`config.mk`:
```
export PLATFORM = sky130hd
export DESIGN_NAME = conv_unit
export DESIGN_NICKNAME = d
export VERILOG_FILES = /design/src/rtl/conv_unit.sv
export SDC_FILE = /design/constraint.sdc
export NUM_CORES = 2
export LEC_CHECK = 0
export BUFFER_PORTS_ARGS = -buffer_cell sky130_fd_sc_hd__buf_2
export CELL_PAD_IN_SITES_DETAIL_PLACEMENT = 1
export CELL_PAD_IN_SITES_GLOBAL_PLACEMENT = 2
export CORE_UTILIZATION = 35
export CTS_CLUSTER_SIZE = 40
export DETAILED_ROUTE_END_ITERATION = 6
export PLACE_DENSITY_LB_ADDON = 0.12
export SLEW_MARGIN = 40
export SYNTH_ARGS = -nofsm -noshare
export SYNTH_HDL_FRONTEND = slang
export SYNTH_SLANG_ARGS = --single-unit
```
`constraint.sdc`:
```
create_clock -name clk -period 6.8 [get_ports clk]
set_input_delay 0 -clock clk [delete_from_list [all_inputs] [get_ports clk]]
set_output_delay 0 -clock clk [all_outputs]
set_load 0.02 [all_outputs]
```
`src/rtl/conv_unit.sv`:
```
// conv_unit: custom-0 co-processor computing one point of a 1-D sliding
// dot product per RUN instruction, fetching operands over a private LSU port.
// Optional feature macro: CONV_KERNEL_PRELOAD_EN (kernel cached at SETSIZE;
// RUN then fetches only input words). Without it RUN interleaves kernel and
// input loads. Results are identical in both builds.
//
// LSU handshake: a request transfers on a cycle where lsu_req_o=1 and
// lsu_req_ready_i=1; lsu_addr_o holds steady while lsu_req_o=1 and ready=0.
// Responses come back one per lsu_data_valid_i pulse, in request order.
module conv_unit #(
    parameter int KMAX = 9
) (
    input  logic        clk,
    input  logic        rst,
    input  logic        opcode_valid_i,
    input  logic [31:0] opcode_opcode_i,
    input  logic        opcode_invalid_i,
    input  logic [31:0] opcode_ra_operand_i,
    input  logic [31:0] opcode_rb_operand_i,
    output logic        lsu_req_o,
    output logic [31:0] lsu_addr_o,
    input  logic        lsu_req_ready_i,
    input  logic        lsu_data_valid_i,
    input  logic [31:0] lsu_data_i,
    output logic        busy_o,
    output logic        valid_o,
    output logic [31:0] writeback_o
);
    localparam int          TMAX = 2 * KMAX * KMAX;
    localparam int          CW   = $clog2(TMAX + 1) + 1;
    localparam logic [6:0]  OPC_CUSTOM0 = 7'b0001011;

    typedef enum logic [2:0] {IDLE, PRELOAD, RUN_ISSUE, RUN_DRAIN, DONE} state_e;

    state_e         state_q, state_d;
    logic [31:0]    kbase_q, kbase_d, xbase_q, xbase_d;
    logic [31:0]    n_q, n_d, k_q, k_d, off_q, off_d;
    logic [CW-1:0]  req_cnt_q, req_cnt_d, rsp_cnt_q, rsp_cnt_d, outst_q, outst_d;
    logic [31:0]    acc_q, acc_d, wb_q, wb_d;

    logic           accept, k_ok, rb_ok, req_fire, rsp_fire, acc_en;
    logic           last_req, last_rsp;
    logic [2:0]     funct3;
    logic [CW-1:0]  k_lo, k_sq, req_total;
    logic [31:0]    req_w, addr, kern_w, prod, acc_upd, off_inc, off_adv;
    logic           unused_opcode_bits;

    assign unused_opcode_bits = ^{opcode_opcode_i[31:15], opcode_opcode_i[11:7]};

    assign busy_o   = (state_q == PRELOAD) || (state_q == RUN_ISSUE) || (state_q == RUN_DRAIN);
    assign valid_o  = (state_q == DONE);
    assign writeback_o = wb_q;
    assign funct3   = opcode_opcode_i[14:12];
    assign accept   = opcode_valid_i && !opcode_invalid_i
                    && (opcode_opcode_i[6:0] == OPC_CUSTOM0) && !busy_o;
    assign k_ok     = (k_q != 32'd0) && (k_q <= 32'(KMAX));
    assign rb_ok    = (opcode_rb_operand_i != 32'd0) && (opcode_rb_operand_i <= 32'(KMAX));
    assign k_lo     = k_q[CW-1:0];
    assign k_sq     = k_lo * k_lo;
    assign req_w    = 32'(req_cnt_q);
    assign off_inc  = off_q + 32'd1;
    // Window offset wraps once it would run past the last full window.
    assign off_adv  = (off_inc == n_q - k_q + 32'd1) ? 32'd0 : off_inc;

`ifdef CONV_KERNEL_PRELOAD_EN
    localparam int KIW = $clog2(KMAX * KMAX);
    logic [31:0] kern_mem [KMAX*KMAX];

    assign req_total = k_sq;
    assign lsu_req_o = (state_q == RUN_ISSUE) || ((state_q == PRELOAD) && (req_cnt_q != k_sq));
    assign addr      = (state_q == PRELOAD) ? kbase_q + (req_w << 2)
                                            : xbase_q + ((off_q + req_w) << 2);
    assign kern_w    = kern_mem[rsp_cnt_q[KIW-1:0]];
    assign acc_en    = rsp_fire && (state_q != PRELOAD);

    // Kernel cache fill during PRELOAD; contents are not reset.
    always_ff @(posedge clk) begin
        if (!rst && rsp_fire && (state_q == PRELOAD))
            kern_mem[rsp_cnt_q[KIW-1:0]] <= lsu_data_i;
    end
`else
    logic [31:0] kreg_q, kreg_d;
    logic [31:0] idx_w;

    assign req_total = k_sq << 1;
    assign lsu_req_o = (state_q == RUN_ISSUE);
    assign idx_w     = req_w >> 1;
    // Even requests fetch kernel word i, odd requests fetch input word off+i.
    assign addr      = req_cnt_q[0] ? xbase_q + ((off_q + idx_w) << 2)
                                    : kbase_q + (idx_w << 2);
    assign kern_w    = kreg_q;
    assign acc_en    = rsp_fire && rsp_cnt_q[0];

    // Holds the kernel word until its paired input word returns.
    always_comb begin
        kreg_d = kreg_q;
        if (rsp_fire && !rsp_cnt_q[0]) kreg_d = lsu_data_i;
    end

    // Kernel word holding register.
    always_ff @(posedge clk) begin
        if (rst) kreg_q <= 32'd0;
        else     kreg_q <= kreg_d;
    end
`endif

    assign lsu_addr_o = lsu_req_o ? addr : 32'd0;
    assign req_fire   = lsu_req_o && lsu_req_ready_i;
    // Stray data (nothing outstanding, or while idle) is dropped.
    assign rsp_fire   = lsu_data_valid_i && (outst_q != '0) && (state_q != IDLE);
    assign last_req   = (req_cnt_q == req_total - CW'(1));
    assign last_rsp   = (rsp_cnt_q == req_total - CW'(1));
    // Low 32 bits of a signed product equal those of the unsigned product.
    assign prod       = kern_w * lsu_data_i;
    assign acc_upd    = acc_q + prod;

    // Next-state and register-update logic for the instruction FSM.
    always_comb begin
        state_d   = state_q;
        kbase_d   = kbase_q;
        xbase_d   = xbase_q;
        n_d       = n_q;
        k_d       = k_q;
        off_d     = off_q;
        req_cnt_d = req_cnt_q;
        rsp_cnt_d = rsp_cnt_q;
        outst_d   = outst_q;
        acc_d     = acc_q;
        wb_d      = wb_q;

        if (busy_o)
            outst_d = outst_q + CW'(req_fire) - CW'(rsp_fire);
        if (req_fire)
            req_cnt_d = req_cnt_q + CW'(1);
        if (rsp_fire)
            rsp_cnt_d = rsp_cnt_q + CW'(1);
        if (acc_en)
            acc_d = acc_upd;

        case (state_q)
            IDLE, DONE: begin
                state_d = IDLE;
                req_cnt_d = '0;
                rsp_cnt_d = '0;
                outst_d   = '0;
                if (accept) begin
                    case (funct3)
                        3'b000: begin
                            kbase_d = opcode_ra_operand_i;
                            xbase_d = opcode_rb_operand_i;
                            off_d   = 32'd0;
                        end
                        3'b001: begin
                            n_d   = opcode_ra_operand_i;
                            k_d   = opcode_rb_operand_i;
                            off_d = 32'd0;
`ifdef CONV_KERNEL_PRELOAD_EN
                            if (rb_ok) state_d = PRELOAD;
`endif
                        end
                        3'b010: begin
                            acc_d = 32'd0;
                            if (k_ok) begin
                                state_d = RUN_ISSUE;
                            end else begin
                                state_d = DONE;
                                wb_d    = 32'd0;
                                off_d   = off_adv;
                            end
                        end
                        default: ;
                    endcase
                end
            end
            PRELOAD: begin
                if (rsp_fire && last_rsp) state_d = IDLE;
            end
            RUN_ISSUE, RUN_DRAIN: begin
                if (state_q == RUN_ISSUE && req_fire && last_req) state_d = RUN_DRAIN;
                if (rsp_fire && last_rsp) begin
                    state_d = DONE;
                    wb_d    = acc_upd;
                    off_d   = off_adv;
                end
            end
            default: state_d = IDLE;
        endcase
    end

    // State and datapath registers with synchronous reset.
    always_ff @(posedge clk) begin
        if (rst) begin
            state_q   <= IDLE;
            kbase_q   <= 32'd0;
            xbase_q   <= 32'd0;
            n_q       <= 32'd0;
            k_q       <= 32'd0;
            off_q     <= 32'd0;
            req_cnt_q <= '0;
            rsp_cnt_q <= '0;
            outst_q   <= '0;
            acc_q     <= 32'd0;
            wb_q      <= 32'd0;
        end else begin
            state_q   <= state_d;
            kbase_q   <= kbase_d;
            xbase_q   <= xbase_d;
            n_q       <= n_d;
            k_q       <= k_d;
            off_q     <= off_d;
            req_cnt_q <= req_cnt_d;
            rsp_cnt_q <= rsp_cnt_d;
            outst_q   <= outst_d;
            acc_q     <= acc_d;
            wb_q      <= wb_d;
        end
    end
endmodule

```
---- Word level (Yosys, flattened, before mapping) ----
Index checks and enable logic that the tools add are counted.
operators by class
  $add $sub $neg .......................... 12
  multiply operators ...................... 2
  order comparisons ....................... 1
  equal/unequal tests ..................... 18
  muxes and demuxes ....................... 24
  reduce and logical (&&, ||, !) cells .... 32
operators by type and width
  cell                     count
  $mux W32                 14
  $pmux W32 S2             3
  $add A32 B1 Y32 const B  2
  $add A32 B32 Y32         2
  $add A32 B10 Y32         1
  $eq A32 B32 Y1           1
  $le A32 B4 Y1 const B    1
  $mul A32 B32 Y32         1
  $reduce_bool A32 Y1      1
  $sub A32 B32 Y32         1
  $add A30 B8 Y30          1
  $add A9 B1 Y9 const B    2
  $eq A9 B9 Y1             2
  $mux W3                  6
  $logic_and A1 B1 Y1      12
  $reduce_and A5 Y1        2
  $add A9 B1 Y9            1
  $eq A3 B2 Y1 const B     3
  $mul A9 B9 Y8            1
  $pmux W3 S3              1
  $reduce_bool A9 Y1       1
  $sub A9 B1 Y9            1
  $sub A9 B1 Y9 const B    1
  $eq A7 B4 Y1 const B     1
  other kinds (15)         27
word-level totals
  register bits after elaboration ......... 286
  bits of input ports ..................... 134
  output and inout port bits .............. 67
  word-level logic and storage cells ...... 101

---- Depth between registers and ports, before layout ----
  depth in word-level cells ............... 8
  depth in mapped cells ................... 32
  depth with buffers taken out ............ 30

---- Worst setup path after synthesis ----
No wires, ideal clock.
  kind .................................... register -> register
  start point ............................. register kreg_q[17], in the netlist kern_w[17]
  end point ............................... register acc_q[30]
  setup time .............................. 0.070 ns
  arrival time ............................ 7.113 ns
  data required time ...................... 6.730 ns
  setup slack ............................. -0.384 ns
  stages on the path, launching flop included .. 30
  path buffers ............................ 1
  period minus slack after synthesis ...... 7.184 ns
  cell sequence ........................... dfxtp_1 -> clkbuf_1 -> and2_1 -> fa_1 -> fa_1 -> fa_1 -> inv_1 -> fa_1 -> inv_1 -> fa_1 -> inv_1 -> fa_1 -> inv_1 -> fa_1 -> inv_1 -> fa_1 -> inv_1 -> ha_1 -> a21o_1 -> a21oi_1 -> o21ai_0 -> nand2_1 -> o21ai_0 -> o41a_1 -> a211o_1 -> a21o_1 -> a21oi_1 -> xnor2_1 -> nand2_1 -> a21oi_1
on the way
  cells in the longest elaborated chain, start to end .. 6
RTL lines
  item                    RTL line  RTL
  start, declared         82        logic [31:0] kreg_q, kreg_d;
  start signal, assigned  103       else kreg_q <= kreg_d;
  $mul A32 B32 Y32 (*)    114       assign prod = kern_w * lsu_data_i;
  $add A32 B32 Y32 (*)    115       assign acc_upd = acc_q + prod;
  $mux W32 (*)            137       if (acc_en)
  $mux W32                147       case (funct3)
  $mux W32                146       if (accept) begin
  $mux W32 (*)            140       case (state_q)
  end signal, assigned    202       acc_q <= 32'd0;
  end signal, assigned    214       acc_q <= acc_d;
  end, declared           39        logic [31:0] acc_q, acc_d, wb_q, wb_d;
Mark *: on every way between the ends. The rest lies on a longest branch, timed or not.
A chain may end at the register's enable or synchronous reset.

---- Worst setup path in the final report ----
  start point ............................. register kreg_q[14], in the netlist kern_w[14]
  end point ............................... register wb_q[30], in the netlist writeback_o[30]
on the way
  cells in the longest elaborated chain, start to end .. 4
RTL lines
  item                  RTL line  RTL
  $mul A32 B32 Y32      114
  $add A32 B32 Y32      115
  $mux W32              180       if (rsp_fire && last_rsp) begin
  $pmux W32 S2          140
  end signal, assigned  215       wb_q <= wb_d;
  end, declared         39
No other way between the ends. The select of a mux whose other input is x is not followed.

==> impl_metrics.toml <==
[yosys]
syn_area_um2 = 34700
synthFlopType = "dfxtp_1"
synth-edff-count = 0
syn_area_per_cell_um2 = 8.23
synthArstFlopShare_pct = 0
ys_seq_area_share_pct = 16.5
synth_cell_type_count = 88
ys_ff_latch = 286
ys_warn_count = 0
synth_cells = 4214
syn-num-nets = 5054

[route]
wire_per_inst_um = 21.2
routed_via_density = 5.04
drt-initial-drc-count = 1596
wirelength_um = 125000
top_layer = "met4"
wl_met1_um = 57000
dr_wl_met2_um = 60600
vias = 29700
drtPass1Iterations = 6
route.detailed.drc = 0
met3_length_um = 4770
detail-route-antenna-nets = 0

[cts]
cts_sinks = 286
root_buffer = "clkbuf_16"
cts_buffers = 41
insertion_delay_ps = 640
cts_tree = "done"
clk_pin_slew_worst_paths_ps = 70
htreeDepth = 2
ctsLongestPathBuffers = 3

[grt]
first_global_vias = 31300
grt_pass1_wl_um = 192000
grt-ovfl-total = 0
track_usage_pct = 25.1
antenna_found_initial = 6
grt_max_degree = 142

[placement]
hpwlAfterDp_um = 101000
portBuffers = 178
place.gp.congestion = 0.913
place_ws_ps = -527

[floorplan]
num_rows = 115
io_pins = 201
fp.dieH_um = 317
start_util_pct = 35.3
fp.dieW_um = 317
fp.dieArea_um2 = 100000
core_area_um2 = 98300

[min_path]
hold_path.class = "input port to flip-flop"
worstHoldPathCells = 5

[sta]
fmaxAchievable_ghz = 0.140
hold_violations = 0
fin_crit_ps = 7130
slew_headroom_pct = 36.8
worstMarginPinSlew_ps = 948
drv_slew = 0
finalSetupViolCount = 14
period_share_pct = 105
rsz0062_at_grt = "yes"
finalWorstSetupSlack_ps = -327
finClkSkew_ps = 36.3

[worst_setup_path]
critPathSlowestCell = "fa_1"
arrival_ps = 7620
r2r_cells = 28
critical-path-max-stage-delay_ps = 530
start_kind = "flip-flop"
ff2ff_setup_slack_ps = -330
worstSetupEndpointType = "flip-flop"
critPathMaxFanout = 12
cp_common_cell = "fa_1"
crit_type = "flip-flop to flip-flop"
cp.required_ps = 7290

[outcome]
violations = "setup timing"
outcome = "finished with violations"

[cells_and_area]
final_core_util_pct = 42.2
n_fill_cell = 11700
drive_gt1_share_pct = 14.4
nNetsFinal = 5411
syn2layout_area_growth_pct = 19.7

[power_and_ir_drop]
power.leakage_nw = 18.6
power_w = 0.00418
irDropWorstVdd_mv = 0.179
p_per_area_nw_per_um2 = 101

[flow_run]
drv_cap = 0
-- path summary, 6_finish.rpt --
| check | from | to |
|---|---|---|
| worst min-delay path | lsu_data_i[13] | kern_w[13]$_SDFFE_PP0P_ |
| worst min register to register | acc_q[27]$_SDFF_PP0_ | acc_q[27]$_SDFF_PP0_ |
| worst max register to register | kern_w[14]$_SDFFE_PP0P_ | writeback_o[30]$_SDFFE_PP0P_ |
| worst max-delay path | kern_w[14]$_SDFFE_PP0P_ | writeback_o[30]$_SDFFE_PP0P_ |
-- critical path: cells and delay by family (launching register included) --
kind	cells	cell delay, ps
buf+inv	7	680
xor+xnor	1	80
flops	1	340
simple gates	4	420
compound gates	7	1320
fa+ha+maj	9	4110
-- stage by stage --
stage | hold slack, ps | setup TNS [ps] | cell area (µm²) | std cells
after floorplan | 128 | -104 | 34800 | 4214
after global placement | 262 | -3730 | 38400 | 5701
after detailed placement | 267 | -5180 | 38400 | 5702
after CTS | 23.0 | -1760 | 41000 | 5883
after global routing | 64.2 | -7450 | 41500 | 5891
final | 56.0 | -2660 | 41500 | 5892
-- kinds of logic (layout without fill, tap and decap cells) --
group | count (synthesis) | in the layout | share of synthesized area (%)
xor+xnor | 281 | 281 | 7.30
simple gates | 1489 | 1489 | 20.6
mux | 13 | 13 | 0.382
flops | 286 | 286 | 16.5
buf+inv | 801 | 1190 | 8.76
fa+ha+maj | 706 | 706 | 35.2
other cells | 0 | 2 | 0
compound gates | 638 | 638 | 11.3
-- power breakdown --
part           internal (W)  switching (W)  total, W  leakage, nW
clock network       0.00130       0.000949   0.00225        0.674
registers           0.00167    0.000000134   0.00167         2.31
logic             0.0000990       0.000156  0.000255         15.7
total               0.00308        0.00111   0.00418         18.6
-- flip-flops by register name, summed over array words and instances (netlist names), 32 cells and up --
register	cells
xbase_q	32
writeback_o	32
acc_q	32
n_q	32
kern_w	32
kbase_q	32
off_q	32
k_q	32
-- layer usage --
| layer | GRT usage, % | vias up |
|---|---|---|
| met5 | 0 | - |
| met3 | 2.86 | 114 |
| li1 | - | 14100 |
| met2 | 43.0 | 480 |
| met4 | 5.65 | 0 |
| met1 | 33.8 | 15000 |
-- cell usage in the layout, fill, tap and decap left out, types with 18 or more instances in the layout --
cell type / instances
o21ai_1: 24
a21oi_2: 18
nand2b_1: 19
xor2_1: 83
dlygate4sd3_1: 103
nand2_1: 681
a21oi_1: 284
nor2b_1: 21
nor2_1: 191
or3_1: 23
nor3_1: 30
xnor2_1: 186
o21bai_1: 20
nand3_1: 48
buf_2: 177
clkbuf_16: 41
a21o_1: 41
dfxtp_1: 268
buf_4: 228
and3_1: 22
a22oi_1: 29
nand4_1: 28
nor4_1: 21
and2_1: 324
a211oi_1: 28
inv_1: 569
ha_1: 238
o21ai_0: 64
fa_1: 437
-- Yosys cell counts (all sizes together), types with 5 or more instances --
master / count / area, µm²
a21o: 41 / 308
o211ai: 7 / 52.6
o41ai: 6 / 82.6
o21a: 15 / 113
nor4: 27 / 188
o21bai: 20 / 150
or2: 10 / 62.6
a21oi: 303 / 1520
xnor2: 191 / 1670
and3: 24 / 150
o31ai: 21 / 158
a22oi: 29 / 218
a31o: 7 / 61.3
dfxtp: 286 / 5730
ha: 255 / 3190
xnor3: 5 / 113
nor3: 34 / 175
mux2i: 11 / 110
and4: 8 / 70.1
nor2: 197 / 739
nand2b: 20 / 125
nand3: 50 / 255
nor4b: 5 / 50.0
a211oi: 29 / 218
clkbuf: 200 / 751
a31oi: 15 / 93.8
buf: 19 / 104
o21ai: 91 / 455
o2111ai: 7 / 61.3
nand4: 30 / 209
fa: 451 / 9030
inv: 581 / 2180
and2: 333 / 2080
nor2b: 23 / 151
nand2: 689 / 2590
or3: 25 / 161
xor2: 85 / 744
-- area by class of cell --
type	count	area [µm²]	area share [%]
antenna	2	5.00	0.0121
tap	1287	1610	3.88
clock inverter	18	223	0.537
timing repair buffer	533	4010	9.67
clock buffer	57	1150	2.76
sequential	286	5760	13.9
multi-input combinational	3127	26500	64.0
inverter	582	2180	5.27
-- timing repair --
action | 4_1_cts | 5_1_grt
endpoints found under the setup margin | 21 | 35
hold buffers | 103 | 0
cloned | 0 | 0
gates resized for setup | 48 | 94
pin swaps | 24 | 60
hold endpoints to repair | 186 | 0
setup buffers | 3 | 10
Note: power is estimated with default switching activity, not from simulation.
